$ cat src/rtl/inst_mem_loader.sv
`default_nettype none
// ============================================================================
// Module   : inst_mem_loader
// Purpose  : Serial program loader. Collects bytes from a valid/ready byte
//            stream, assembles them little-endian into instruction words and
//            writes each word to instruction memory with a one-cycle strobe.
//            Optional trailing 32-bit checksum check (macro LOADER_CHECKSUM_EN).
// Ports    : clk, rst_n (async, active-low)
//            start, num_words[7:0]      - load request / word count
//            byte_in[7:0], byte_valid   - serial byte stream in
//            byte_ready                 - loader accepts a byte this cycle
//            wr_en, wr_addr, wr_data    - instruction memory write port
//            busy, done, err            - status
// Macro    : LOADER_CHECKSUM_EN - enables CHECK state and running word sum
// Revision : 1.0 - initial release
// ============================================================================
module inst_mem_loader #(
    parameter int WIDTH = 32,
    parameter int DEPTH = 128
) (
    input  logic             clk,
    input  logic             rst_n,
    input  logic             start,
    input  logic [7:0]       num_words,
    input  logic [7:0]       byte_in,
    input  logic             byte_valid,
    output logic             byte_ready,
    output logic             wr_en,
    output logic [WIDTH-1:0] wr_addr,
    output logic [WIDTH-1:0] wr_data,
    output logic             busy,
    output logic             done,
    output logic             err
);

    typedef enum logic [2:0] {
        S_IDLE    = 3'd0,
        S_COLLECT = 3'd1,
        S_WRITE   = 3'd2,
`ifdef LOADER_CHECKSUM_EN
        S_CHECK   = 3'd3,
`endif
        S_DONE    = 3'd4
    } state_t;

    state_t      r_state;
    logic [1:0]  r_byte_cnt;
    logic [7:0]  r_word_cnt;
    logic [7:0]  r_num_words;
    logic [23:0] r_asm;        // lower three bytes of the word being built
`ifdef LOADER_CHECKSUM_EN
    logic [31:0] r_sum;
`endif

    logic        w_xfer;
    logic        w_too_big;
    logic [31:0] w_word;

    // Status strobes are pure decodes of the state register.
`ifdef LOADER_CHECKSUM_EN
    assign byte_ready = (r_state == S_COLLECT) || (r_state == S_CHECK);
    assign busy       = (r_state == S_COLLECT) || (r_state == S_WRITE) ||
                        (r_state == S_CHECK);
`else
    assign byte_ready = (r_state == S_COLLECT);
    assign busy       = (r_state == S_COLLECT) || (r_state == S_WRITE);
`endif
    assign wr_en      = (r_state == S_WRITE);

    assign w_xfer     = byte_valid && byte_ready;
    assign w_too_big  = (32'(num_words) > DEPTH);
    // Completed word when the fourth byte arrives this cycle.
    assign w_word     = {byte_in, r_asm};

    always_ff @(posedge clk or negedge rst_n) begin
        if (!rst_n) begin
            r_state     <= S_IDLE;
            r_byte_cnt  <= 2'd0;
            r_word_cnt  <= 8'd0;
            r_num_words <= 8'd0;
            r_asm       <= 24'd0;
            wr_addr     <= '0;
            wr_data     <= '0;
            done        <= 1'b0;
            err         <= 1'b0;
`ifdef LOADER_CHECKSUM_EN
            r_sum       <= 32'd0;
`endif
        end else begin
            case (r_state)
                S_IDLE, S_DONE: begin
                    if (start) begin
                        r_byte_cnt  <= 2'd0;
                        r_word_cnt  <= 8'd0;
                        r_num_words <= num_words;
                        wr_addr     <= '0;
                        done        <= 1'b0;
                        err         <= 1'b0;
`ifdef LOADER_CHECKSUM_EN
                        r_sum       <= 32'd0;
`endif
                        if (num_words == 8'd0) begin
                            r_state <= S_DONE;
                            done    <= 1'b1;
                        end else if (w_too_big) begin
                            r_state <= S_DONE;
                            done    <= 1'b1;
                            err     <= 1'b1;
                        end else begin
                            r_state <= S_COLLECT;
                        end
                    end
                end

                S_COLLECT: begin
                    if (w_xfer) begin
                        r_byte_cnt <= r_byte_cnt + 2'd1;
                        case (r_byte_cnt)
                            2'd0: r_asm[7:0]   <= byte_in;
                            2'd1: r_asm[15:8]  <= byte_in;
                            2'd2: r_asm[23:16] <= byte_in;
                            default: begin
                                // Address and data are loaded on entry to WRITE
                                // so they stay stable for the strobe and after.
                                wr_data <= WIDTH'(w_word);
                                wr_addr <= WIDTH'({r_word_cnt, 2'b00});
`ifdef LOADER_CHECKSUM_EN
                                r_sum   <= r_sum + w_word;
`endif
                                r_state <= S_WRITE;
                            end
                        endcase
                    end
                end

                S_WRITE: begin
                    r_word_cnt <= r_word_cnt + 8'd1;
                    if ((r_word_cnt + 8'd1) == r_num_words) begin
`ifdef LOADER_CHECKSUM_EN
                        r_state <= S_CHECK;
`else
                        r_state <= S_DONE;
                        done    <= 1'b1;
`endif
                    end else begin
                        r_state <= S_COLLECT;
                    end
                end

`ifdef LOADER_CHECKSUM_EN
                S_CHECK: begin
                    if (w_xfer) begin
                        r_byte_cnt <= r_byte_cnt + 2'd1;
                        case (r_byte_cnt)
                            2'd0: r_asm[7:0]   <= byte_in;
                            2'd1: r_asm[15:8]  <= byte_in;
                            2'd2: r_asm[23:16] <= byte_in;
                            default: begin
                                if (w_word != r_sum) begin
                                    err <= 1'b1;
                                end
                                done    <= 1'b1;
                                r_state <= S_DONE;
                            end
                        endcase
                    end
                end
`endif

                default: r_state <= S_IDLE;
            endcase
        end
    end

endmodule
`default_nettype wire

$ cat config.mk
export PLATFORM = sky130hd
export DESIGN_NAME = inst_mem_loader
export DESIGN_NICKNAME = d
export VERILOG_FILES = /design/src/rtl/inst_mem_loader.sv
export SDC_FILE = /design/constraint.sdc
export NUM_CORES = 1
export LEC_CHECK = 0
export BUFFER_PORTS_ARGS = -buffer_cell sky130_fd_sc_hd__buf_4
export CAP_MARGIN = 25
export CELL_PAD_IN_SITES_DETAIL_PLACEMENT = 0
export CELL_PAD_IN_SITES_GLOBAL_PLACEMENT = 2
export CORE_MARGIN = 3
export CORE_UTILIZATION = 36
export DETAILED_ROUTE_END_ITERATION = 10
export MAX_ROUTING_LAYER = met4
export PLACE_DENSITY_LB_ADDON = 0.25
export SYNTH_ARGS = -nofsm -noshare
export SYNTH_HDL_FRONTEND = slang
export SYNTH_SLANG_ARGS = --single-unit
$ cat constraint.sdc
create_clock -name clk -period 2.65 [get_ports clk]
set_clock_uncertainty 0.2 [all_clocks]
set_input_delay 0.53 -clock clk [delete_from_list [all_inputs] [get_ports clk]]
set_output_delay 0.53 -clock clk [all_outputs]
set_load 0.02 [all_outputs]
==> results.md <==
- Run status: completed
- Number of enable flip-flop cells after synthesis: 0
- Buffer and inverter count on the worst path: 4
- Setup Slack @ Placement: 159 ps
- Hold Path Depth: 2
- Non-Filler Instances: 541
- Launch instance of the worst register-to-register path: r_state[0]
- Placed instance area: 0.00462 mm²
- H-tree lvl count: 3
- Element type at the critical path start: flip-flop
- CP Capture Type: primary output
- Placement Rows: 38
- Vertical die dimension: 113 µm
- Number of antenna violations at the first check in global routing: 0
- Count of warnings emitted by yosys: 0
- Violation count after the first detailed-route iteration: 133
- P per Cell Area: 975 mW/mm²
- Sink Count: 87
- Unrepaired setup endpoints after global routing: no
- Worst setup slack for register-to-register paths: 270 ps
- DP Wirelength: 5.73 mm
- Antenna viol nets, final: 0
- Final max-slew violation count: 0
- Yosys top cell by area: dfrtp_1
- Final worst slack: 233 ps
- Hold_sp: num_words[6]
- Smallest hold slack: 229 ps
- Most common cell in the synthesized netlist: dfrtp_1
- Kind of cell with the highest combined delay on the critical path: flip-flops
- Arrival time at the worst endpoint: 1690 ps
- Post-layout minimum cycle time: 2420 ps
- Final Core Density: 45.0%
- Die Outline Area: 0.0127 mm²
- Max-capacitance violation count: 0
- Total routing usage reported by global routing: 13.7%
- Sequential fraction of the synthesis area: 53.0%
- Vias: 2477
- Cell at the root of the clock tree: clkbuf_16
- Filler cell count: 1022
- Via count of the first global-routing pass: 2503
- Cell count after synthesis: 329
- Worst relative slew slack: 57.0%
- CP startpoint: r_state[0]
- Area of the core: 0.0110 mm²
- Top cells by instance count after synthesis: dfrtp_1 (87), mux2_2 (36), nand2_1 (36)
- Post-CTS clock slew at the launch and capture registers of the worst setup and hold paths: 70 ps
- Share of the synthesized area in the top cell type: 53.0%
- Static power due to leakage: 2.49 nW
- Growth of design area from synthesis to finish: 20.4%
- FF-to-FF path depth: 6
- Biggest area contributors in the synthesized netlist: dfrtp_1 (53%), mux2_4 (11%), mux2_2 (9.9%)
- Worst min-delay path category: in2reg
- Post-Synthesis Cell Area: 0.00411 mm²
- Gr ovfl total: 0
- Top achievable clock speed: 414 MHz
- Routed wire length: 7.95 mm
- Overall power consumption: 4.82 mW
- FF+latch count, synth: 87
- WL/cell: 14.7 µm
- Fraction of synthesis flops using an asynchronous set or reset pin: 100%
- Last weighted congestion value of the routability-driven placer: 0.821
- Net count of the finished layout: 421
- Share of post-route cells with drive strength above 1: 39.9%
- Die extent in x: 113 µm
- Worst VDD drop: 0.000360 V
- Number of design rule violations left after detail routing: 0
- Maximum count of clock buffers along a single path: 2
- Hold Vio Cnt, Final: 0
- Antenna Diode Count: 0
- Total instance count after detailed placement: 523
- Maximum fanout encountered on the critical timing path: 10
- Ordered cell list for the critical path: inv_2, or3_4, inv_2, buf_4, buf_4
- Count of input and output buffers: 64
- TritonCTS buffer count: 9
- Detailed-route vias per instance: 4.58
- Post-route design area: 0.00494 mm²
- Synth unique cells: 46
- Initial core utilization: 37.4%
- IO Count: 89
- Final setup vio count: 0
- Slowest stage cell, crit path: dfrtp_1
- Setup TNS Final: 0 ps
- Total iterations of the first detailed-routing run: 4
- Global-route wire length before repair: 13.4 mm
- Commonest register cell after synthesis: dfrtp_1
- Worst flop-to-flop path endpoint: wr_data[30]
- Worst min-delay path endpoint: r_num_words[6]
- Worst-Margin Slew: 639 ps
- Avg Synthesized Cell Area: 12.5 µm²
- Worst Setup Path Type: reg2out
- Fraction of the cycle the final worst path needs: 91.2%
- Largest stage delay on the critical path: 480 ps
- Clock insertion delay at the later pin of the skew report: 340 ps
- TritonCTS clock tree: built
- Maximum number of pins on one net before global-route repair: 43
- Critical path required time: 1920 ps
==> worst register-to-register path, stage by stage (launching register included) <==
cell	delay (ps)
dfrtp_1	480
inv_2	80
or3_4	410
inv_2	60
and2_1	350
nand2_8	280
mux2_4	390
==> per-layer routing <==
layer | part of all wire (%) | up-vias | track usage (%)
met1 | 51 | 1177 | 20.4
li1 | - | 1230 | -
met2 | 43 | 61 | 18.4
met3 | 4.1 | 9 | 2.99
met4 | 1.6 | 0 | 4.57
met5 | 0 | - | -
==> power by group <==
group	leakage, nW	internal, mW	total [mW]	switching [mW]
Sequential	1.14	1.74	2.01	0.266
Clock	0.148	0.688	1.26	0.572
Combinational	1.20	0.809	1.55	0.739
Total	2.49	3.24	4.82	1.58
==> final cells by class <==
class | instances | area (µm²) | share of cell area [%]
Inverter | 7 | 26.3 | 0.532
Clock inverter | 6 | 57.6 | 1.16
Timing Repair Buffer | 73 | 551 | 11.1
Sequential cell | 87 | 2180 | 44.1
Clock buffer | 10 | 239 | 4.84
Tap cell | 140 | 175 | 3.55
Multi-Input combinational cell | 218 | 1720 | 34.7
==> placed cells by master, fill, tap and decap left out, types with 3 or more instances in the layout <==
master,instances
ha_1,5
dfrtp_1,87
o21ai_0,14
xor2_1,5
xnor2_1,4
mux2i_1,4
o31ai_1,3
nand2_1,36
inv_1,5
inv_6,4
buf_4,72
conb_1,24
and3_1,3
nand3_1,5
nor3_1,4
mux2_4,29
nand2b_1,3
mux2_2,36
clkbuf_16,9
nor2_1,6
nand2_2,3
a21oi_1,7
==> flip-flops by register name, summed over array words and instances, names as in the netlist <==
name and cells:
err 1, r_state 3, r_word_cnt 8, r_num_words 8, wr_addr 8, r_asm 24, wr_data 32, done 1
r_byte_cnt 2
==> kinds of logic (layout without fill, tap and decap cells) <==
family | after synthesis | count (layout) | synth area share [%]
compound gates | 38 | 38 | 5.73
xor+xnor | 9 | 9 | 1.92
fa+ha+maj | 5 | 5 | 1.52
buf+inv | 47 | 96 | 7.50
flops | 87 | 87 | 53.0
mux | 69 | 69 | 21.5
other cells | 1 | 24 | 0.0913
simple gates | 73 | 73 | 8.75
==> how the worst max path moves through the flow <==
stage / to / slack, ps / cells after the start
6_report: byte_ready / 230 / 5
5_1_grt: byte_ready / 100 / 5
4_1_cts: wr_data[27] / 130 / 6
3_5_place_dp: wr_data[16] / 160 / 6
3_3_place_gp: wr_data[20] / 230 / 6
2_1_floorplan: wr_addr[2] / 620 / 10
==> what timing repair did <==
| action | CTS | global route |
|---|---|---|
| hold buffers | 1 | 0 |
| setup buffers | 0 | 0 |
| setup endpoints to repair | 0 | 2 |
| hold endpoints to repair | 39 | 0 |
| gates resized for setup | 0 | 1 |
Power figures use the tool's default switching activity.
